### src/rtl/tdm_delay_sum.sv
`default_nettype none
// ============================================================================
// Module      : tdm_delay_sum
// Description : Delay-and-sum beamforming stage. Each TDM frame of SLOTS
//               signed mic samples is written into per-channel circular
//               buffers. Every channel is tapped at its own programmable
//               frame delay, and the taps are summed at full precision.
// Ports       : clk_in         - system clock
//               rst_in         - synchronous, active-low reset
//               audio_in       - one frame of signed samples, index = slot
//               audio_valid_in - single-cycle frame strobe
//               delay_in       - requested per-channel delay in frames
//               delay_load_in  - captures delay_in into the shadow register
//               sum_out        - signed sum of the delayed samples
//               sum_valid_out  - single-cycle strobe, two cycles after the frame
// Revision    : 1.0 - initial release
// ============================================================================
module tdm_delay_sum #(
    parameter  int BIT_WIDTH   = 24,
    parameter  int SLOTS       = 4,
    parameter  int MAX_DELAY   = 32,
    parameter  int DELAY_WIDTH = 5,
    localparam int SUM_WIDTH   = BIT_WIDTH + $clog2(SLOTS)
) (
    input  logic                                clk_in,
    input  logic                                rst_in,
    input  logic [SLOTS-1:0][BIT_WIDTH-1:0]     audio_in,
    input  logic                                audio_valid_in,
    input  logic [SLOTS-1:0][DELAY_WIDTH-1:0]   delay_in,
    input  logic                                delay_load_in,
    output logic signed [SUM_WIDTH-1:0]         sum_out,
    output logic                                sum_valid_out
);

    localparam logic [DELAY_WIDTH:0] c_fill_max = (DELAY_WIDTH+1)'(MAX_DELAY);

    logic [DELAY_WIDTH-1:0]              r_wptr;
    logic [DELAY_WIDTH:0]                r_fill;
    logic [SLOTS-1:0][DELAY_WIDTH-1:0]   r_active;
    logic [SLOTS-1:0][DELAY_WIDTH-1:0]   r_shadow;
    logic                                r_pending;
    logic [SLOTS-1:0][DELAY_WIDTH-1:0]   w_delay_eff;
    logic [BIT_WIDTH-1:0]                w_tap [SLOTS];
    logic [BIT_WIDTH-1:0]                r_tap [SLOTS];
    logic                                r_tap_valid;
    logic signed [SUM_WIDTH-1:0]         w_sum;
    logic signed [SUM_WIDTH-1:0]         r_sum;
    logic                                r_sum_valid;

    // A pending load takes effect on the very frame that consumes it, so the
    // delays used for the current read come straight from the shadow copy.
    // A load coincident with a frame is not yet pending and therefore does
    // not affect that frame.
    assign w_delay_eff = r_pending ? r_shadow : r_active;

    generate
        for (genvar gi = 0; gi < SLOTS; gi++) begin : g_chan
            logic [BIT_WIDTH-1:0]   r_mem [MAX_DELAY];
            logic [DELAY_WIDTH-1:0] w_d;
            logic [DELAY_WIDTH-1:0] w_rd_addr;
            logic [BIT_WIDTH-1:0]   w_ch_tap;

            assign w_d       = w_delay_eff[gi];
            // Modulo-MAX_DELAY subtraction falls out of the pointer width.
            assign w_rd_addr = r_wptr - w_d;

            // Buffer storage is never cleared; the fill count below keeps
            // unwritten or pre-reset entries out of the sum.
            always_ff @(posedge clk_in) begin
                if (audio_valid_in) begin
                    r_mem[r_wptr] <= audio_in[gi];
                end
            end

            // Delay 0 bypasses the buffer; a delay reaching further back than
            // the frames written since reset reads as silence.
            assign w_ch_tap = (w_d == '0)               ? audio_in[gi] :
                              ({1'b0, w_d} > r_fill)    ? '0           :
                                                          r_mem[w_rd_addr];
            assign w_tap[gi] = w_ch_tap;
        end
    endgenerate

    always_ff @(posedge clk_in) begin
        if (!rst_in) begin
            r_wptr      <= '0;
            r_fill      <= '0;
            r_active    <= '0;
            r_shadow    <= '0;
            r_pending   <= 1'b0;
            r_tap_valid <= 1'b0;
            r_sum       <= '0;
            r_sum_valid <= 1'b0;
        end else begin
            if (audio_valid_in) begin
                r_wptr   <= r_wptr + DELAY_WIDTH'(1);
                r_active <= w_delay_eff;
                if (r_fill != c_fill_max) begin
                    r_fill <= r_fill + (DELAY_WIDTH+1)'(1);
                end
            end
            if (delay_load_in) begin
                r_shadow  <= delay_in;
                r_pending <= 1'b1;
            end else if (audio_valid_in) begin
                r_pending <= 1'b0;
            end
            r_tap_valid <= audio_valid_in;
            r_sum_valid <= r_tap_valid;
            if (r_tap_valid) begin
                r_sum <= w_sum;
            end
        end
    end

    // Tap registers are pure datapath; their qualifier r_tap_valid is reset.
    always_ff @(posedge clk_in) begin
        if (audio_valid_in) begin
            for (int i = 0; i < SLOTS; i++) begin
                r_tap[i] <= w_tap[i];
            end
        end
    end

    // Sign-extend every tap to the full sum width before adding.
    always_comb begin
        w_sum = '0;
        for (int i = 0; i < SLOTS; i++) begin
            w_sum = w_sum + SUM_WIDTH'($signed(r_tap[i]));
        end
    end

    assign sum_out       = r_sum;
    assign sum_valid_out = r_sum_valid;

endmodule
`default_nettype wire

### config.mk
export PLATFORM = sky130hd
export DESIGN_NAME = tdm_delay_sum
export DESIGN_NICKNAME = d
export VERILOG_FILES = /design/src/rtl/tdm_delay_sum.sv
export SDC_FILE = /design/constraint.sdc
export NUM_CORES = 2
export LEC_CHECK = 0
export CAP_MARGIN = 0
export CELL_PAD_IN_SITES_DETAIL_PLACEMENT = 2
export CELL_PAD_IN_SITES_GLOBAL_PLACEMENT = 2
export CORE_ASPECT_RATIO = 1.2
export CORE_UTILIZATION = 55
export DETAILED_ROUTE_END_ITERATION = 16
export GPL_ROUTABILITY_DRIVEN = 0
export GPL_TIMING_DRIVEN = 0
export PLACE_DENSITY_LB_ADDON = 0.1
export SLEW_MARGIN = 40
export SYNTH_ARGS = -nofsm -noshare
export SYNTH_HDL_FRONTEND = slang
export SYNTH_SLANG_ARGS = --single-unit
### constraint.sdc
create_clock -name clk_in -period 32.9 [get_ports clk_in]
set_clock_uncertainty 0.05 [all_clocks]
set_input_delay 4.935 -clock clk_in [delete_from_list [all_inputs] [get_ports clk_in]]
set_output_delay 4.935 -clock clk_in [all_outputs]
set_load 0.05 [all_outputs]
==> results.toml, run 1 <==
[synthesis]
syn-cell-area_um2 = 127100
synth.area.top_cells = "edfxtp_1, mux4_2, dfxtp_1"
avgSynthCellArea_um2 = 23.39
async_flop_share = 0
yosysUniqueCellTypes = 50
synth_seq_area_share = 0.7613
synth_ff_type = "edfxtp_1"
synth_nets = 5672
synth_common_cells = "edfxtp_1, mux4_2, inv_1"
synth_cells = 5432
synth_top_area_frac = 0.7487
synth_warnings = 0
synth-edff-count = 3168
ys_ff_latch = 3248
synth_area_leader_cell = "edfxtp_1"
yosysMostFrequentCell = "edfxtp_1"

[floorplan]
io_pins = 147
die_w_um = 440.8
start_util = 0.5550
fp-row-count = 192
dieHeight_um = 528.5

[outcome]
toolErrorMsg = "[ERROR DPL-0033] detailed placement checks failed during check placement."
stop_stage = "detailed placement"
outcome = "stopped before the end"

[place]
post-dp-hpwl_mm = 362.1
io_buffers = 145
==> stage by stage <==
step                    setup slack [ns]  setup TNS [ns]  std cells  area [um2]
after global placement            -1.353         -128.33       8584      132300
after floorplan                    17.74               0       5432      127100
==> kinds of logic after synthesis <==
family | synth area share
xor gates and xnor gates | 0.002826
DFF | 0.7613
buffers and inverters | 0.01477
muxes | 0.1833
AOI/OAI and AO/OA | 0.01458
and+or+nand+nor | 0.008321
adders and majority gates | 0.01495
==> run 2: changes to the inputs <==
- CELL_PAD_IN_SITES_DETAIL_PLACEMENT: 2 -> unset
- CELL_PAD_IN_SITES_GLOBAL_PLACEMENT: 2 -> unset
- CORE_ASPECT_RATIO: 1.2 -> unset
- CORE_UTILIZATION: 55 -> 40
- PLACE_DENSITY_LB_ADDON: 0.1 -> 0.15
==> results.toml, run 2 <==
[floorplan]
core_um2 = 315500
start_util = 0.4028
fp.dieArea_um2 = 319900
die_w_um = 565.6
fp-row-count = 206
dieHeight_um = 565.6
io_pins = 147

[clocking]
cts_setup_buffers = 0
post_cts_resized = 0
cts_root_buf = "clkbuf_16"
clock_path_buffers = 4
numCtsBuffers = 348
hold_buffers = 0
cts.sinks = 3248
h-tree-depth = 5
clkSlewWorstSetupHoldPaths_ns = 0.06
cts_tree = "built"
clock_latency_ns = 0.94

[layout]
fill_cells = 25770
largest_reg_flops = 3072
regMostFlops = "g_chan.r_mem"
seq_area_um2 = 96730
final_area_um2 = 151600
areaGrowthSynthToFinish_pct = 19.31
drive_gt1_frac = 0.3580
num-nets-final = 6696
multi_input_area_um2 = 28750
layout_common_cells = "edfxtp_1, mux4_2, clkbuf_16"
final_common_cell = "edfxtp_1"

[pwr]
power_switching_mw = 2.966
p_leak_nw = 49.87
p_per_area_nw_per_um2 = 70.90
power_frac_seq = 0.434
peakVddDrop_v = 0.00004806
p_int_mw = 7.783
combinationalPowerShare = 0.203
pwr-share-clk = 0.363
swShare = 0.2759
finalPower_mw = 10.75

[detailed_routing]
drcViolationCount = 0
finalWirelength_mm = 357.1
dr.pass1.iters = 6
postRouteAntennaNets = 0
vias_per_cell = 5.668
drt_iter0_markers = 6657
wl_per_cell_um = 32.76
vias = 61780

[sta]
final_max_slew_viol_count = 0
max_freq_ghz = 0.1175
setup_ws_ns = 24.39
maxSlewHeadroom = 0.4187
finalSetupViolations = 0
period_needed_ns = 8.510
worstMarginPinSlew_ns = 0.8719
rsz0062_at_grt = "no"
hold_viol = 0
period_share = 0.2587

[job]
drv_cap = 0

[global_routing]
track_usage = 0.2248
grt_pass1_wl_mm = 501.1
antenna_found_initial = 36
grt_pass1_vias = 64380
grt_max_degree = 51
grt-ovfl-total = 0

[synthesis]
synth_top_area_frac = 0.7487
async_flop_share = 0
synth_warnings = 0
yosysMostFrequentCell = "edfxtp_1"
synth_nets = 5672
yosysUniqueCellTypes = 50
synth_area_leader_cell = "edfxtp_1"
avgSynthCellArea_um2 = 23.39
synth_seq_area_share = 0.7613
synth_common_cells = "edfxtp_1, mux4_2, inv_1"
synth-edff-count = 3168
syn-cell-area_um2 = 127100
synth.area.top_cells = "edfxtp_1, mux4_2, dfxtp_1"
ys_ff_latch = 3248
synth_ff_type = "edfxtp_1"
synth_cells = 5432

[place]
io_buffers = 145
dp_slack_ns = 23.52
post-dp-hpwl_mm = 254.3
place_area_um2 = 140300

[setup_path]
crit_type = "in2reg"
r2r_cells = 12
cp_data_arrival_time_ns = 9.06
crit_required_ns = 33.45
crit_path_start_kind = "input port"
cp-end-kind = "register"
crit_chain = "buf_8, buf_16, clkbuf_1, clkbuf_1, nand2_1, nor3_2, buf_2, buf_2, buf_4, buf_4, buf_2, buf_4"
critPathSlowestCell = "nor3_2"
path_max_fanout = 50
max_stage_delay_ns = 0.68

[hold_path]
min_path_type = "reg2reg"
min_path_cells = 1

[outcome]
outcome = "completed"
-- run 2: worst max-delay path: cells and delay by family --
kind | cells | cell delay, ns
and+or+nand+nor | 2 | 1.27
buffers and inverters | 10 | 2.79
-- run 2: cell families after synthesis --
kind of cell | share of synthesized area
buffers and inverters | 0.01477
adders and majority gates | 0.01495
xor gates and xnor gates | 0.002826
muxes | 0.1833
AOI/OAI and AO/OA | 0.01458
and+or+nand+nor | 0.008321
DFF | 0.7613
-- run 2: layer usage --
| metal | global-route usage | share of wire | vias to the layer above |
|---|---|---|---|
| li1 | - | - | 25200 |
| met1 | 0.3003 | 0.41 | 34000 |
| met2 | 0.3837 | 0.51 | 2069 |
| met3 | 0.03934 | 0.062 | 484 |
| met4 | 0.05395 | 0.024 | 34 |
| met5 | 0 | 0.00060 | - |
-- run 2: power groups by stage --
| stage | Clock [mW] | Sequential [mW] | Combinational (mW) |
|---|---|---|---|
| after global placement | 0 | 4.77 | 2.17 |
| after global routing | 4.13 | 4.67 | 2.33 |
| after floorplan | 0 | 4.75 | 1.40 |
| after CTS | 3.98 | 4.67 | 2.21 |
| final | 3.90 | 4.66 | 2.18 |
| after detailed placement | 0 | 4.75 | 2.20 |
-- run 2: cell type report --
cell class,count,share of cell area
antenna,6,0.00009904
buffer,270,0.008575
clock buffer,426,0.05957
clock inverter,202,0.01508
inverter,182,0.004506
multi-input combinational,1732,0.1897
sequential,3248,0.6381
tap,4160,0.03433
timing repair buffer,674,0.05010
-- run 2: path summary, 6_finish.rpt --
path	start	to	slack, ns
worst min register to register	r_active[2]	r_active[2]	0.43
worst max register to register	r_pending	r_tap[0][15]	27.60
worst min-delay path	r_active[2]	r_active[2]	0.43
worst max-delay path	audio_valid_in	g_chan[0].r_mem[6][11]	24.39
-- run 2: per-stage QoR --
step | util | cells | hold slack [ns] | TNS, ns
2_1_floorplan | - | 5432 | 0.4033 | 0
3_3_place_gp | 0.4239 | 9737 | 0.4107 | -138.65
3_5_place_dp | 0.4447 | 10270 | 0.4156 | 0
4_1_cts | 0.4806 | 10890 | 0.4295 | 0
5_1_grt | 0.4805 | 10900 | 0.4462 | 0
6_report | 0.4805 | 10900 | 0.4287 | 0
Note: power is estimated with default switching activity, not from simulation.
